$ cat src/rtl/count_pkg.sv
// Shared definitions for the counter-capture FIFO: default widths and the count type.
package count_pkg;

  localparam int COUNT_WIDTH   = 8;
  localparam int CAPTURE_DEPTH = 4;

  typedef logic [COUNT_WIDTH-1:0] count_t;

endpackage

$ cat src/rtl/count_capture_fifo_if.sv
// Valid/ready drain stream of the capture FIFO; master is the FIFO, slave the consumer.
interface count_capture_fifo_if #(
  parameter int WIDTH = count_pkg::COUNT_WIDTH
);

  logic [WIDTH-1:0] out_data;
  logic             out_valid;
  logic             out_ready;

  modport master (output out_data, output out_valid, input out_ready);
  modport slave  (input out_data, input out_valid, output out_ready);

endinterface

$ cat src/rtl/edge_sync.sv
// Optional 2-flop trigger synchroniser (COUNT_CAPTURE_SYNC_EN) followed by a
// rising-edge detector that emits a single-cycle push request.
module edge_sync (
  input  logic clk,
  input  logic rst_n,
  input  logic trig,
  output logic push_req
);

  logic trig_s;
  logic trig_q, trig_d;

`ifdef COUNT_CAPTURE_SYNC_EN
  logic [1:0] sync_q, sync_d;

  always_comb begin
    sync_d = {sync_q[0], trig};
  end

  always_ff @(posedge clk or negedge rst_n) begin
    if (!rst_n) begin
      sync_q <= '0;
    end else begin
      sync_q <= sync_d;
    end
  end

  assign trig_s = sync_q[1];
`else
  assign trig_s = trig;
`endif

  always_comb begin
    trig_d = trig_s;
  end

  always_ff @(posedge clk or negedge rst_n) begin
    if (!rst_n) begin
      trig_q <= 1'b0;
    end else begin
      trig_q <= trig_d;
    end
  end

  // Combinational so an unsynchronised trigger captures in its own rising cycle.
  assign push_req = trig_s & ~trig_q;

endmodule

$ cat src/rtl/count_capture_fifo.sv
// Snapshots counter_value on each trigger rising edge into a small FIFO drained
// by valid/ready. Define COUNT_CAPTURE_SYNC_EN to synchronise an asynchronous trig.
module count_capture_fifo
  import count_pkg::*;
#(
  parameter int WIDTH = COUNT_WIDTH,
  parameter int DEPTH = CAPTURE_DEPTH
) (
  input  logic                     clk,
  input  logic                     rst_n,
  input  logic [WIDTH-1:0]         counter_value,
  input  logic                     trig,
  count_capture_fifo_if.master     out_if,
  output logic [$clog2(DEPTH):0]   level,
  output logic                     overflow,
  input  logic                     clr_overflow
);

  localparam int PW = $clog2(DEPTH);
  localparam int LW = PW + 1;

  logic             push_req;
  logic             pop;
  logic             full;
  logic             push_ok;

  logic [WIDTH-1:0] mem_q [DEPTH];
  logic [WIDTH-1:0] mem_d [DEPTH];
  logic [PW-1:0]    wr_ptr_q, wr_ptr_d;
  logic [PW-1:0]    rd_ptr_q, rd_ptr_d;
  logic [LW-1:0]    level_q, level_d;
  logic             overflow_q, overflow_d;

  edge_sync u_edge_sync (
    .clk      (clk),
    .rst_n    (rst_n),
    .trig     (trig),
    .push_req (push_req)
  );

  assign full    = (level_q == LW'(DEPTH));
  assign pop     = (level_q != '0) && out_if.out_ready;
  // When full, a push only fits if the head leaves in the same cycle.
  assign push_ok = push_req && (!full || pop);

  always_comb begin
    mem_d      = mem_q;
    wr_ptr_d   = wr_ptr_q;
    rd_ptr_d   = rd_ptr_q;
    level_d    = level_q;
    overflow_d = overflow_q;

    if (push_ok) begin
      mem_d[wr_ptr_q] = counter_value;
      wr_ptr_d        = wr_ptr_q + PW'(1);
    end
    if (pop) begin
      rd_ptr_d = rd_ptr_q + PW'(1);
    end

    case ({push_ok, pop})
      2'b10:   level_d = level_q + LW'(1);
      2'b01:   level_d = level_q - LW'(1);
      default: level_d = level_q;
    endcase

    if (push_req && !push_ok) begin
      overflow_d = 1'b1;
    end else if (clr_overflow) begin
      overflow_d = 1'b0;
    end
  end

  always_ff @(posedge clk or negedge rst_n) begin
    if (!rst_n) begin
      for (int i = 0; i < DEPTH; i++) begin
        mem_q[i] <= '0;
      end
      wr_ptr_q   <= '0;
      rd_ptr_q   <= '0;
      level_q    <= '0;
      overflow_q <= 1'b0;
    end else begin
      mem_q      <= mem_d;
      wr_ptr_q   <= wr_ptr_d;
      rd_ptr_q   <= rd_ptr_d;
      level_q    <= level_d;
      overflow_q <= overflow_d;
    end
  end

  assign out_if.out_data  = mem_q[rd_ptr_q];
  assign out_if.out_valid = (level_q != '0);
  assign level            = level_q;
  assign overflow         = overflow_q;

endmodule

$ cat src/flat_wrapper.sv
// flat-port wrapper written by rule: the top's interface ports become plain ports
module count_capture_fifo_flat import count_pkg::*;
#(
  parameter int WIDTH = COUNT_WIDTH,
  parameter int DEPTH = CAPTURE_DEPTH
)
  (clk, rst_n, counter_value, trig, level, overflow, clr_overflow, out_if_out_data, out_if_out_valid, out_if_out_ready);
  count_capture_fifo_if #(.WIDTH(WIDTH)) out_if_i ();
  input  logic clk;
  input  logic rst_n;
  input  logic [WIDTH-1:0] counter_value;
  input  logic trig;
  output logic [$clog2(DEPTH):0] level;
  output logic overflow;
  input  logic clr_overflow;
  output wire logic [$bits(out_if_i.out_data)-1:0] out_if_out_data;
  output wire logic [$bits(out_if_i.out_valid)-1:0] out_if_out_valid;
  input wire logic [$bits(out_if_i.out_ready)-1:0] out_if_out_ready;
  assign out_if_out_data = out_if_i.out_data;
  assign out_if_out_valid = out_if_i.out_valid;
  assign out_if_i.out_ready = out_if_out_ready;
  count_capture_fifo #(.WIDTH(WIDTH), .DEPTH(DEPTH)) u_core (.clk(clk), .rst_n(rst_n), .counter_value(counter_value), .trig(trig), .out_if(out_if_i), .level(level), .overflow(overflow), .clr_overflow(clr_overflow));
endmodule
$ cat config.mk
export PLATFORM = sky130hd
export DESIGN_NAME = count_capture_fifo_flat
export DESIGN_NICKNAME = d
export VERILOG_FILES = /design/src/rtl/count_pkg.sv /design/src/rtl/count_capture_fifo_if.sv /design/src/rtl/edge_sync.sv /design/src/rtl/count_capture_fifo.sv /design/src/flat_wrapper.sv
export SDC_FILE = /design/constraint.sdc
export NUM_CORES = 1
export LEC_CHECK = 0
export ABC_AREA = 1
export BUFFER_PORTS_ARGS = -buffer_cell sky130_fd_sc_hd__buf_2
export CAP_MARGIN = 10
export CORE_UTILIZATION = 62
export DETAILED_ROUTE_END_ITERATION = 7
export PLACE_DENSITY = 0.84
export RECOVER_POWER = 25
export SKIP_CTS_REPAIR_TIMING = 1
export SLEW_MARGIN = 0
export SYNTH_ARGS = -nofsm -noshare
export SYNTH_HDL_FRONTEND = slang
export SYNTH_HIERARCHICAL = 1
export SYNTH_SLANG_ARGS = --single-unit
export TNS_END_PERCENT = 30
$ cat constraint.sdc
create_clock -name clk -period 3.6 [get_ports clk]
set_input_delay 0.72 -clock clk [delete_from_list [all_inputs] [get_ports clk]]
set_output_delay 0.72 -clock clk [all_outputs]
set_load 0.02 [all_outputs]
==> flow_summary.ini <==
[worst_setup_path]
critPathKind = reg -> out
reg2reg_from = u_core/level[1]$_DFFE_PN0P_
worstSetupStartpoint = u_core/rd_ptr_q[0]$_DFFE_PN0P_
setup.worst_path.end_class = output port
worstPathRequired_ps = 2880
worstRegToRegCells = 9
crit_fanout = 18
critPathArrivalTime_ps = 1850
slowest_stage = sky130_fd_sc_hd__dfrtp_1
critical_path.reg2reg.endpoint = u_core/level[2]$_DFFE_PN0P_
max_stage_delay_ps = 730
regToRegSetupSlack_ps = 1460
start_kind = flip-flop
worstPathCellList = inv_2, o21ai_0, o22ai_1, buf_2

[global_route]
global_route_wire_length_before_repair_um = 7383
gr-total-overflow = 0
grt_max_degree = 42
groute.usage.overall_pct = 27.93
grt-busiest-layer = met2
grt_use_met2_pct = 42.70
global_route.usage.met1_pct = 38.72
grt_antenna_before_repair = 0
global_route.usage.met3_pct = 4.904
first_global_vias = 1601

[cells_and_area]
num_antenna_cells = 0
final_layout_size_suffix_gt1_share_pct = 16.15
final_nets = 278
layout.filler_cells = 280
areaGrowthSynthToFinish_pct = 5.848

[floorplanning]
initial_core_util_pct = 67.18
floorplan.die.width_um = 60.45
design.portCount = 26
fp.dieArea_mm2 = 0.003654
die_height_um = 60.45
row_count = 20
core-area_mm2 = 0.003153

[sta]
timing.max_slew.rel_slack_pct = -41.42
finalMaxSlewViolations = 42
fin_skew_ps = 6.338
tightestPinTransition_ps = 2121
min_period_ps = 2572
setup_total_negative_slack_ps = 0
report.final.setup_viol = 0
final_cycle_share_pct = 71.43
setup_repair_after_global_routing_missed_its_margin = no
achievable-frequency_mhz = 388.9
final_hold_viol_count = 0

[flow_run]
max_cap_violations = 1

[synth]
yosys.cell_types.count = 25
syn-cell-area_mm2 = 0.002118
syn_inst = 242
synth.ff_latch_count = 41
avgSynthCellArea_um2 = 8.753
synth-warning-count = 6
synthesized_net_count = 261
ys_seq_area_share_pct = 48.43

[outcome]
violations = max-capacitance violations, max-slew violations
outcome = finished with violations

[cts]
numCtsBuffers = 5
cts.htree.levels = 2
cts_root_buf = sky130_fd_sc_hd__clkbuf_4
insertion_delay_ps = 350
ctsLongestPathBuffers = 2
cts_tree = built
cts.sinks = 41
cts.clk_slew.worst_paths_ps = 120

[pwr]
power_per_cell_area_mw_per_mm2 = 901.2
static-leakage-power_uw = 0.001155
ir_drop_uv = 504.9
report.power.total_uw = 2021

[route]
first_pass_iters = 4
routed-via-count = 1753
viasPerCell = 5.766
drt.antenna.violating_nets = 0
wirelength_um = 4564
drtIter0Drc = 100
routedWlPerCell_um = 15.01
drc_errors = 0

[hold_path]
worst_hold_path.endpoint = u_core/mem_q[14]$_DFFE_PN0P_
worstHoldPathCells = 2
class_of_the_tightest_hold_or_removal_check = reg -> reg
worst_hold_startpoint = u_core/mem_q[14]$_DFFE_PN0P_

[placed_design]
gpl.final_weighted_congestion = 0.7678
buffer_ports.inserted = 25
hpwl_um = 2951
[power by group]
| group | internal, µW | switching (µW) |
|---|---|---|
| Sequential | 667 | 170 |
| Clock | 113 | 144 |
| Combinational | 321 | 606 |
[state kept, by name, summed over array words and instances (netlist names)]
signal and cells:
u_core/level 3, u_core/mem_q 32, u_core/overflow 1, u_core/rd_ptr_q 2, u_core/u_edge_sync/trig_q 1, u_core/wr_ptr_q 2
[metrics by stage]
| stage | worst slack (ps) | util [%] | area [µm²] | cells | hold WS, ps |
|---|---|---|---|---|---|
| 2_1_floorplan | 1495 | - | 2118 | 242 | 424.4 |
| 3_3_place_gp | 1185 | 68.97 | 2175 | 296 | 450.6 |
| 3_5_place_dp | 1114 | 68.97 | 2175 | 296 | 453.6 |
| 4_1_cts | 1017 | 71.19 | 2245 | 304 | 482.1 |
| 5_1_grt | 848.0 | 71.11 | 2242 | 304 | 481.0 |
| 6_report | 1028 | 71.11 | 2242 | 304 | 480.1 |
[cell families after synthesis]
group,Yosys count,share of synthesized area (%)
AO/OA/AOI/OAI,27,6.852
buffers and inverters,29,8.505
flip-flops,41,48.43
adder cells (fa/ha/maj),6,3.898
XOR/XNOR,4,1.654
AND/OR/NAND/NOR,135,30.66
[cell usage after synthesis (all sizes together)]
| master | number | area [µm²] |
|---|---|---|
| clkbuf | 2 | 11.26 |
| buf | 14 | 120.1 |
| ha | 5 | 62.56 |
| nand4 | 32 | 200.2 |
| nor2 | 19 | 88.84 |
| xnor2 | 2 | 17.52 |
| o22ai | 8 | 50.05 |
| fa | 1 | 20.02 |
| xor2 | 2 | 17.52 |
| nand3 | 8 | 67.57 |
| dfrtp | 41 | 1026 |
| inv | 13 | 48.80 |
| o21ai | 19 | 95.09 |
| nand2 | 76 | 292.8 |
[layout by cell type, fill, tap and decap left out]
master,synthesis,routed
sky130_fd_sc_hd__o21ai_0,19,19
sky130_fd_sc_hd__nand2_4,1,1
sky130_fd_sc_hd__fa_1,1,1
sky130_fd_sc_hd__clkbuf_1,1,2
sky130_fd_sc_hd__buf_4,5,1
sky130_fd_sc_hd__nand3_2,3,3
sky130_fd_sc_hd__inv_2,2,2
sky130_fd_sc_hd__nor2_2,1,1
sky130_fd_sc_hd__dfrtp_1,41,41
sky130_fd_sc_hd__clkbuf_8,0,2
sky130_fd_sc_hd__nand3_1,4,4
sky130_fd_sc_hd__buf_2,5,23
sky130_fd_sc_hd__clkinv_2,0,1
sky130_fd_sc_hd__nand4_1,32,32
sky130_fd_sc_hd__clkbuf_4,1,5
sky130_fd_sc_hd__inv_1,11,11
sky130_fd_sc_hd__nor2_4,2,2
sky130_fd_sc_hd__nand3_4,1,1
sky130_fd_sc_hd__nand2_1,75,75
sky130_fd_sc_hd__nor2_1,16,16
sky130_fd_sc_hd__o22ai_1,8,8
sky130_fd_sc_hd__ha_1,5,5
sky130_fd_sc_hd__xnor2_1,2,2
sky130_fd_sc_hd__xor2_1,2,2
[layout make-up]
class	instances	area [µm²]	area share, %
inverters	13	48.80	2.176
clock buffers	7	65.06	2.902
multi-input cells	172	912.1	40.68
flip-flops and latches	41	1026	45.76
well taps	44	55.05	2.455
repair buffers	26	130.1	5.804
clock inverters	1	5.005	0.2232
[worst max path at each step]
stage	to	slack, ps
after global routing	out_if_out_data[1]	850
after detailed placement	u_core/level[2]$_DFFE_PN0P_	1110
final	out_if_out_data[5]	1030
after floorplan	u_core/level[2]$_DFFE_PN0P_	1500
after global placement	u_core/level[2]$_DFFE_PN0P_	1180
after CTS	out_if_out_data[2]	1020
[layer usage]
layer	vias up	part of all wire [%]
met4	0	2.2
met3	11	6.0
met1	838	46
met5	-	0
li1	846	-
met2	58	46
[critical path, delay by kind of cell (launching register included)]
kind / cells / cell delay, ps
flip-flops: 1 / 730
AO/OA/AOI/OAI: 2 / 330
buffers and inverters: 2 / 450
No activity file was read; power rests on OpenSTA's default activity.
